File: src/rtl/regfile_alu_pipe_if.sv
// Operation/result bundle between the control unit and the register-file/ALU pipe.
// The master side drives operations and the slave side (the datapath) returns results.
interface regfile_alu_pipe_if #(
   parameter int DATA_WIDTH = 32,
   parameter int ADDR_WIDTH = 5,
   parameter int CTRL_WIDTH = 3
);
   logic                  valid_in;
   logic [ADDR_WIDTH-1:0] AD1;
   logic [ADDR_WIDTH-1:0] AD2;
   logic [ADDR_WIDTH-1:0] AD3;
   logic                  WE3;
   logic [DATA_WIDTH-1:0] ImmOp;
   logic                  ALUsrc;
   logic [CTRL_WIDTH-1:0] ALUctrl;
   logic [DATA_WIDTH-1:0] result;
   logic                  EQ;
   logic                  valid_out;
   logic [DATA_WIDTH-1:0] a0;

   modport master (
      output valid_in, AD1, AD2, AD3, WE3, ImmOp, ALUsrc, ALUctrl,
      input  result, EQ, valid_out, a0
   );

   modport slave (
      input  valid_in, AD1, AD2, AD3, WE3, ImmOp, ALUsrc, ALUctrl,
      output result, EQ, valid_out, a0
   );
endinterface

File: src/rtl/regfile_alu_pipe.sv
// Register file + 8-op ALU with one execute/write-back pipeline register and
// write-back-to-execute forwarding, so dependent ops issue back to back.
module regfile_alu_pipe #(
   parameter int DATA_WIDTH = 32,
   parameter int ADDR_WIDTH = 5,
   parameter int CTRL_WIDTH = 3
) (
   input  logic               clk,
   input  logic               rst_n,
   regfile_alu_pipe_if.slave  bus
);
   localparam int DEPTH = 2 ** ADDR_WIDTH;
   localparam int SHW   = $clog2(DATA_WIDTH);

   localparam logic [CTRL_WIDTH-1:0] OP_ADD = 'd0;
   localparam logic [CTRL_WIDTH-1:0] OP_SUB = 'd1;
   localparam logic [CTRL_WIDTH-1:0] OP_AND = 'd2;
   localparam logic [CTRL_WIDTH-1:0] OP_OR  = 'd3;
   localparam logic [CTRL_WIDTH-1:0] OP_XOR = 'd4;
   localparam logic [CTRL_WIDTH-1:0] OP_SLL = 'd5;
   localparam logic [CTRL_WIDTH-1:0] OP_SRL = 'd6;

   logic [DATA_WIDTH-1:0] rf_q [DEPTH];
   logic [DATA_WIDTH-1:0] result_q, result_d;
   logic                  eq_q, eq_d;
   logic                  vld_q;
   logic [ADDR_WIDTH-1:0] wb_rd_q;
   logic                  wb_we_q;
   logic [DATA_WIDTH-1:0] op1, op2;
   logic [SHW-1:0]        shamt;

   // Only the one-cycle-old producer is still in flight; older ones are in rf_q.
   function automatic logic [DATA_WIDTH-1:0] fwd(input logic [ADDR_WIDTH-1:0] a);
      if (a == '0)                      return '0;
      else if (wb_we_q && wb_rd_q == a) return result_q;
      else                              return rf_q[a];
   endfunction

   always_comb begin
      op1      = fwd(bus.AD1);
      op2      = bus.ALUsrc ? bus.ImmOp : fwd(bus.AD2);
      shamt    = op2[SHW-1:0];
      eq_d     = (op1 == op2);
      result_d = '0;
      case (bus.ALUctrl)
         OP_ADD:  result_d = op1 + op2;
         OP_SUB:  result_d = op1 - op2;
         OP_AND:  result_d = op1 & op2;
         OP_OR:   result_d = op1 | op2;
         OP_XOR:  result_d = op1 ^ op2;
         OP_SLL:  result_d = op1 << shamt;
         OP_SRL:  result_d = op1 >> shamt;
         default: result_d[0] = ($signed(op1) < $signed(op2));
      endcase
   end

   always_ff @(posedge clk or negedge rst_n) begin
      if (!rst_n) begin
         for (int i = 0; i < DEPTH; i++) rf_q[i] <= '0;
         result_q <= '0;
         eq_q     <= 1'b0;
         vld_q    <= 1'b0;
         wb_rd_q  <= '0;
         wb_we_q  <= 1'b0;
      end else begin
         if (wb_we_q) rf_q[wb_rd_q] <= result_q;
         if (bus.valid_in) begin
            result_q <= result_d;
            eq_q     <= eq_d;
            wb_rd_q  <= bus.AD3;
            // x0 writes are killed here so the array entry never changes.
            wb_we_q  <= bus.WE3 && (bus.AD3 != '0);
            vld_q    <= 1'b1;
         end else begin
            wb_we_q  <= 1'b0;
            vld_q    <= 1'b0;
         end
      end
   end

   assign bus.result    = result_q;
   assign bus.EQ        = eq_q;
   assign bus.valid_out = vld_q;
   assign bus.a0        = rf_q[10];
endmodule

File: src/flat_wrapper.sv
// flat-port wrapper written by rule: the top's interface ports become plain ports
module regfile_alu_pipe_flat 
#(
   parameter int DATA_WIDTH = 32,
   parameter int ADDR_WIDTH = 5,
   parameter int CTRL_WIDTH = 3
)
  (clk, rst_n, bus_valid_in, bus_AD1, bus_AD2, bus_AD3, bus_WE3, bus_ImmOp, bus_ALUsrc, bus_ALUctrl, bus_result, bus_EQ, bus_valid_out, bus_a0);
  regfile_alu_pipe_if #(.DATA_WIDTH(DATA_WIDTH), .ADDR_WIDTH(ADDR_WIDTH), .CTRL_WIDTH(CTRL_WIDTH)) bus_i ();
  input  logic clk;
  input  logic rst_n;
  input wire logic [$bits(bus_i.valid_in)-1:0] bus_valid_in;
  input wire logic [$bits(bus_i.AD1)-1:0] bus_AD1;
  input wire logic [$bits(bus_i.AD2)-1:0] bus_AD2;
  input wire logic [$bits(bus_i.AD3)-1:0] bus_AD3;
  input wire logic [$bits(bus_i.WE3)-1:0] bus_WE3;
  input wire logic [$bits(bus_i.ImmOp)-1:0] bus_ImmOp;
  input wire logic [$bits(bus_i.ALUsrc)-1:0] bus_ALUsrc;
  input wire logic [$bits(bus_i.ALUctrl)-1:0] bus_ALUctrl;
  output wire logic [$bits(bus_i.result)-1:0] bus_result;
  output wire logic [$bits(bus_i.EQ)-1:0] bus_EQ;
  output wire logic [$bits(bus_i.valid_out)-1:0] bus_valid_out;
  output wire logic [$bits(bus_i.a0)-1:0] bus_a0;
  assign bus_i.valid_in = bus_valid_in;
  assign bus_i.AD1 = bus_AD1;
  assign bus_i.AD2 = bus_AD2;
  assign bus_i.AD3 = bus_AD3;
  assign bus_i.WE3 = bus_WE3;
  assign bus_i.ImmOp = bus_ImmOp;
  assign bus_i.ALUsrc = bus_ALUsrc;
  assign bus_i.ALUctrl = bus_ALUctrl;
  assign bus_result = bus_i.result;
  assign bus_EQ = bus_i.EQ;
  assign bus_valid_out = bus_i.valid_out;
  assign bus_a0 = bus_i.a0;
  regfile_alu_pipe #(.DATA_WIDTH(DATA_WIDTH), .ADDR_WIDTH(ADDR_WIDTH), .CTRL_WIDTH(CTRL_WIDTH)) u_core (.clk(clk), .rst_n(rst_n), .bus(bus_i));
endmodule
File: config.mk
export PLATFORM = sky130hd
export DESIGN_NAME = regfile_alu_pipe_flat
export DESIGN_NICKNAME = d
export VERILOG_FILES = /design/src/rtl/regfile_alu_pipe_if.sv /design/src/rtl/regfile_alu_pipe.sv /design/src/flat_wrapper.sv
export SDC_FILE = /design/constraint.sdc
export NUM_CORES = 2
export LEC_CHECK = 0
export ABC_CLOCK_PERIOD_IN_PS = 6100
export CELL_PAD_IN_SITES_DETAIL_PLACEMENT = 1
export CELL_PAD_IN_SITES_GLOBAL_PLACEMENT = 1
export CORE_UTILIZATION = 53
export DETAILED_ROUTE_END_ITERATION = 6
export PLACE_DENSITY = 0.81
export SYNTH_ARGS = -nofsm -noshare
export SYNTH_HDL_FRONTEND = slang
export SYNTH_SLANG_ARGS = --single-unit
File: constraint.sdc
create_clock -name clk -period 6.1 [get_ports clk]
set_clock_uncertainty 0.2 [all_clocks]
set_input_delay 0.61 -clock clk [delete_from_list [all_inputs] [get_ports clk]]
set_output_delay 0.61 -clock clk [all_outputs]
set_load 0.005 [all_outputs]
# --- Yosys cells after proc, flatten, opt, wreduce, memory -nomap -nowiden ---
# Cells that the tools add are included.
word_totals:
  n_memories: 0
  ramBits: 0
  latch_bits: 0
  word_cells: 87
  reg_bits: 1064
  rom_bits: 0
op_classes:
  reduce_logical: 8
  n_lt_le_gt_ge: 5
  addsub: 2
  div: 0
  n_bitwise: 6
  shifts: 2
  n_mux: 18
  mul: 0
  n_eq_ne: 9
ops:
  columns: ["op", "count"]
  rows:
  - ["1024-bit bitwise mux", 1]
  - ["32-bit binary-select mux with 5-bit select", 2]
  - ["32-bit two-way mux", 10]
  - ["31-bit one-hot mux with 7 select lines", 1]
  - ["32-bit demux with 5-bit select", 1]
  - ["32-bit adder", 1]
  - ["32-bit AND", 1]
  - ["32-bit equality test", 1]
  - ["32-bit less-than comparator", 1]
  - ["32-bit bitwise OR", 1]
  - ["32-bit by 5-bit << shifter with 32-bit output", 1]
  - ["32-bit by 5-bit right shift with 32-bit output", 1]
  - ["32-bit subtractor", 1]
  - ["32-bit bitwise XOR", 1]
  - ["6-bit greater-or-equal comparator, second input constant", 3]
  - ["5-bit NOT with 6-bit output", 3]
  - ["5-bit equality test", 2]
  - ["5-bit logical NOT", 2]
  - ["3-bit equality test, second input constant", 3]
  - ["1-bit one-hot mux with 7 select lines", 1]
  - ["3-bit by 2-bit equality test with 1-bit output, second input constant", 2]
  - ["6-bit by 1-bit less-than comparator with 1-bit output, second input constant", 1]
  - ["5-bit nonzero test", 1]
  - ["1-bit logical AND", 4]
  - ["other kinds (3)", 4]

# --- Logic depth before layout (Yosys ltp) ---
logic_depth:
  word_depth: 9
  mapped_depth: 30

# --- Worst setup path after synthesis ---
# No wires, ideal clock.
synth_timing:
  path_kind: "input to register"
  from: "in bus_AD2[0]"
  to: "reg u_core.result_q[31] (netlist: u_core.bus.result[31])"
  t_required_ns: 5.771
  setup_ns: 0.129
  path_slack_ns: -0.512
  n_path_buf: 7
  arrival_time_ns: 6.283
  stages: 25
  cell_sequence: "buf_4 buf_4 buf_6 buf_2 buf_2 buf_1 mux4_2 mux4_2 a21oi_1 nor2_1 a21oi_1 o21ai_0 ha_1 clkbuf_1 inv_1 a21oi_1 nor2_1 a311o_1 a311oi_1 o21a_1 nor4_1 o41a_1 xnor2_1 a211oi_1 a21oi_1"
synth_between:
  elab_chain_len: 9
  elab_cells_between_ends: 18
synth_lines:
  columns: ["element", "line_no", "rtl"]
  rows:
  - ["from (decl)", "flat_wrapper.sv:14", "input wire logic [$bits(bus_i.AD2)-1:0] bus_AD2;"]
  - ["5-bit NOT with 6-bit output (implied by the code)", "regfile_alu_pipe.sv:36", "else return rf_q[a];"]
  - ["32-bit binary-select mux with 5-bit select", "regfile_alu_pipe.sv:36", null]
  - ["32-bit two-way mux (implied by the code) (2 in a row)", "regfile_alu_pipe.sv:36", null]
  - ["32-bit two-way mux", "regfile_alu_pipe.sv:35", "else if (wb_we_q && wb_rd_q == a) return result_q;"]
  - ["32-bit two-way mux (*)", "regfile_alu_pipe.sv:34", "if (a == '0) return '0;"]
  - ["32-bit two-way mux (*)", "regfile_alu_pipe.sv:41", "op2 = bus.ALUsrc ? bus.ImmOp : fwd(bus.AD2);"]
  - ["32-bit subtractor, or another cell as far along", "regfile_alu_pipe.sv:47", "OP_SUB: result_d = op1 - op2;"]
  - ["31-bit one-hot mux with 7 select lines (*)", "regfile_alu_pipe.sv:45", "case (bus.ALUctrl)"]
  - ["to (signal assigned)", "regfile_alu_pipe.sv:68", "result_q <= result_d;"]
  - ["to (decl)", "regfile_alu_pipe.sv:24", "logic [DATA_WIDTH-1:0] result_q, result_d;"]
# Every way passes the cells marked *; elsewhere a longest branch is shown, timed or not. The select of a mux whose other input is x is not followed.
# A chain may end at the register's enable or synchronous reset.

# --- Worst setup path in the final report ---
layout_timing:
  from: "reg u_core.rf_q[488] in the netlist's numbering"
  to: "reg u_core.result_q[17] (netlist: u_core.bus.result[17])"
layout_between:
  elab_chain_len: 8
  elab_cells_between_ends: 16
layout_lines:
  columns: ["element", "line_no", "rtl"]
  rows:
  - ["from (decl)", "regfile_alu_pipe.sv:23", "logic [DATA_WIDTH-1:0] rf_q [DEPTH];"]
  - ["from (signal, indexed assignment)", "regfile_alu_pipe.sv:66", "if (wb_we_q) rf_q[wb_rd_q] <= result_q;"]
  - ["32-bit binary-select mux with 5-bit select", "regfile_alu_pipe.sv:36", null]
  - ["32-bit two-way mux (implied by the code) (2 in a row)", "regfile_alu_pipe.sv:36", null]
  - ["32-bit two-way mux", "regfile_alu_pipe.sv:35", null]
  - ["32-bit two-way mux", "regfile_alu_pipe.sv:34", null]
  - ["32-bit two-way mux", "regfile_alu_pipe.sv:41", null]
  - ["32-bit subtractor / 32-bit adder (equally long branches)", "regfile_alu_pipe.sv:47, regfile_alu_pipe.sv:46", null]
  - ["31-bit one-hot mux with 7 select lines (*)", "regfile_alu_pipe.sv:45", null]
# Marked as above.

==> metrics.md <==
| Metric | Value |
|---|---|
| Post-Synthesis Cells | 5324 |
| DR vias/cell | 7.71 |
| H-Tree Depth | 3 |
| CTS clk-pin slew, worst paths | 70 ps |
| Synth unique cells | 84 |
| I/O Pins | 121 |
| DRT Pass-1 Iters | 6 |
| Post-Syn Nets | 5481 |
| Post-DP HPWL | 195 mm |
| Leak | 34.3 nW |
| Post-Synth XOR/XNOR Area | 0.00494 |
| Netlist Area Pre-Place | 65700 um^2 |
| Max cap viols | 1 |
| Worst Tran Pin Value | 1530 ps |
| Antenna viol nets, final | 0 |
| Post-CTS setup buffer count | 0 |
| Final min period | 6040 ps |
| Max_slew headroom | -0.0195 |
| Pwr dens | 336 nW/um^2 |
| IO Port Bufs | 120 |
| Post-Layout Cell Count | 7338 |
| GPL Wtd Cong | 1.07 |
| Grt ovf | 0 |
| Initial drt markers | 7205 |
| Post-synthesis sequential area ratio | 0.405 |
| Crit path launch type | flip-flop |
| Post-Synth Simple-Gate Area | 0.0521 |
| CP Capture Type | flip-flop |
| Combinational family with the most area after synthesis | multiplexers |
| Syn Area/Cell | 12.3 um^2 |
| Switching power | 0.00920 W |
| Layout cells sized above 1 | 0.412 |
| Worst IR drop on VDD | 0.288 mV |
| Clock sink count | 1064 |
| Crit Path Max Fanout | 7 |
| Worst Hold Slack | 70.6 ps |
| Hold crit path type | in -> reg |
| Die X-Extent | 354 um |
| Net count reported at finish | 5768 |
| Wire per inst | 43.4 um |
| Initial antenna violation count | 23 |
| Fraction of the mapped netlist area in adder cells | 0.0197 |
| Mux contribution to synthesized area | 0.379 |
| Root buffer cell | clkbuf_16 |
| Final hold vios | 0 |
| Fmax | 166 MHz |
| Post-synth ARST share | 1.00 |
| Vias | 56600 |
| First-pass GRT wire length | 459 mm |
| Post-synthesis compound-gate area fraction | 0.0957 |
| Row count | 128 |
| Cells after DPL | 7116 |
| DIE AREA | 125000 um^2 |
| Post-synth EDFFs | 0 |
| Die H | 354 um |
| Clock Power Share | 0.315 |
| Final Max Tran Viols | 19 |
| Crit path arrival time | 6470 ps |
| Internal Power | 0.0164 W |
| Vias in the first global route | 60100 |
| Pin count of the biggest net entering global routing | 163 |
| Failing checks | capacitance limit, slew limit |
| Place WS | -879 ps |
| Reg2reg setup slack | 60 ps |
| Sw frac | 0.359 |
| Clk buf depth | 3 |
| Crit path required time | 6540 ps |
| Most common cell after layout, fill and taps aside | dfrtp_1 |
| Flop pwr share | 0.384 |
| Synthesized flop and latch total | 1064 |
| Initial Utilization | 0.537 |
| Core Box Area | 122000 um^2 |
| P&R area growth vs syn | 16.2% |
| DRC viols | 0 |
| WS Path Type | reg -> reg |
| Comb power frac | 0.302 |
| Most frequent cells in the layout | dfrtp_1 (1061), mux2_2 (979), buf_4 (537) |
| Final wirelength | 319 mm |
| Final Cycle Share | 0.990 |
| Status | complete, but fails checks |
| Top_reg_cell synth | dfrtp_1 |
| Worst setup margin | 62.5 ps |
| GRT Overall Usage | 0.510 |
| Synth Warn # | 0 |
| Skew-Pair Late Insertion Delay | 770 ps |
| Final setup viols | 0 |
| CTS tree | built |
| Num CTS Buffers | 116 |
==> cells in the mapped netlist (13+ instances only) <==
master	n	share of area
o22ai_1	43	0.0041
buf_4	50	0.0057
xnor2_1	35	0.0047
o21bai_1	17	0.0019
a221oi_1	106	0.014
ha_1	100	0.019
a22o_1	13	0.0017
mux2i_1	308	0.047
mux4_2	469	0.16
nand3_1	40	0.0030
inv_1	103	0.0059
o31ai_1	15	0.0017
a21o_1	18	0.0021
a21oi_1	195	0.015
dfrtp_1	1064	0.41
a211oi_1	90	0.010
buf_1	41	0.0023
o211ai_1	19	0.0022
a221o_1	46	0.0070
a22oi_1	34	0.0039
nor2b_1	44	0.0042
nand2_1	232	0.013
o21ai_0	197	0.015
mux2_2	979	0.17
nor2_1	319	0.018
nor3_1	51	0.0039
clkbuf_1	354	0.020
buf_2	88	0.0067
a31oi_1	22	0.0021
==> logic make-up after synthesis <==
| kind of cell | after synthesis |
|---|---|
| simple gates | 779 |
| compound gates | 919 |
| xor+xnor | 37 |
| buf+inv | 658 |
| fa+ha+maj | 102 |
| flops | 1064 |
| mux | 1765 |
==> through the flow <==
| step | TNS (ps) | utilization | total power, W | area [um^2] |
|---|---|---|---|---|
| 2_1_floorplan | 0 | - | 0.0134 | 65700 |
| 3_3_place_gp | -3390 | 0.588 | 0.0163 | 71900 |
| 3_5_place_dp | -5440 | 0.588 | 0.0168 | 71900 |
| 4_1_cts | 0 | 0.623 | 0.0252 | 76200 |
| 5_1_grt | -144 | 0.623 | 0.0261 | 76300 |
| 6_report | 0 | 0.623 | 0.0256 | 76300 |
==> final cells by class <==
type                            count  area, um^2
Clock buffer                      156        3410
Tap cell                         1625        2030
Fill cell                       11700       46100
Clock inverter                     59         817
Sequential cell                  1064       26600
Inverter                          109         409
Multi-Input combinational cell   3602       36500
Antenna cell                        5        12.5
Timing Repair Buffer              718        6480
==> flip-flops by register name (all words and copies together) (netlist names) <==
name / flops
u_core.rf_q: 992
u_core.bus.result: 32
u_core.bus.a0: 32
u_core.wb_rd_q: 5
u_core.bus.EQ: 1
u_core.bus.valid_out: 1
u_core.wb_we_q: 1
==> worst max-delay path, cell delays in order (launching register included) <==
cell and delay (ps):
dfrtp_1 420, mux2i_1 190, a221oi_2 650, buf_4 240, nor2_1 60, nor2_1 100, a221oi_1 70, buf_4 180
nor2_1 190, a21oi_1 140, nor2_1 280, a21oi_1 90, o21ai_0 280, ha_1 340, buf_4 200, a211o_1 250
a21oi_1 200, o31a_1 290, buf_4 170, o31ai_1 60, buf_4 160, a221oi_1 280, buf_4 170, o22ai_1 80
a211oi_1 360, buf_4 180, nor2_1 40
==> metal layers <==
layer	track usage	part of all wire	wire length, um
met3	0.186	0.13	40500
met1	0.618	0.34	110000
met4	0.372	0.089	28200
met2	0.752	0.44	140000
met5	0	0.00053	170
==> path summary, 6_finish.rpt <==
kind | start | endpoint | cells after the start
max | u_core.rf_q[488] | u_core.bus.result[17] | 26
min | bus_valid_in | u_core.wb_we_q | 2
max reg2reg | u_core.rf_q[488] | u_core.bus.result[17] | 26
min reg2reg | u_core.rf_q[482] | u_core.rf_q[482] | 2
max in group asynchronous | rst_n | u_core.bus.result[28] | 3
min in group asynchronous | rst_n | u_core.rf_q[120] | 2
==> power by group through the flow <==
| stage | clock network (W) | registers, W | logic [W] |
|---|---|---|---|
| 3_3_place_gp | 0 | 0.00941 | 0.00687 |
| 6_report | 0.00807 | 0.00984 | 0.00773 |
| 3_5_place_dp | 0 | 0.00962 | 0.00718 |
| 4_1_cts | 0.00802 | 0.00968 | 0.00747 |
| 2_1_floorplan | 0 | 0.00903 | 0.00441 |
| 5_1_grt | 0.00826 | 0.00985 | 0.00797 |
==> what timing repair did <==
item / 4_1_cts / 5_1_grt
setup endpoints to repair: 1 / 14
hold endpoints to repair: 98 / 0
hold buffers: 1 / 0
resized for setup: 2 / 17
Note: power is estimated with default switching activity, not from simulation.
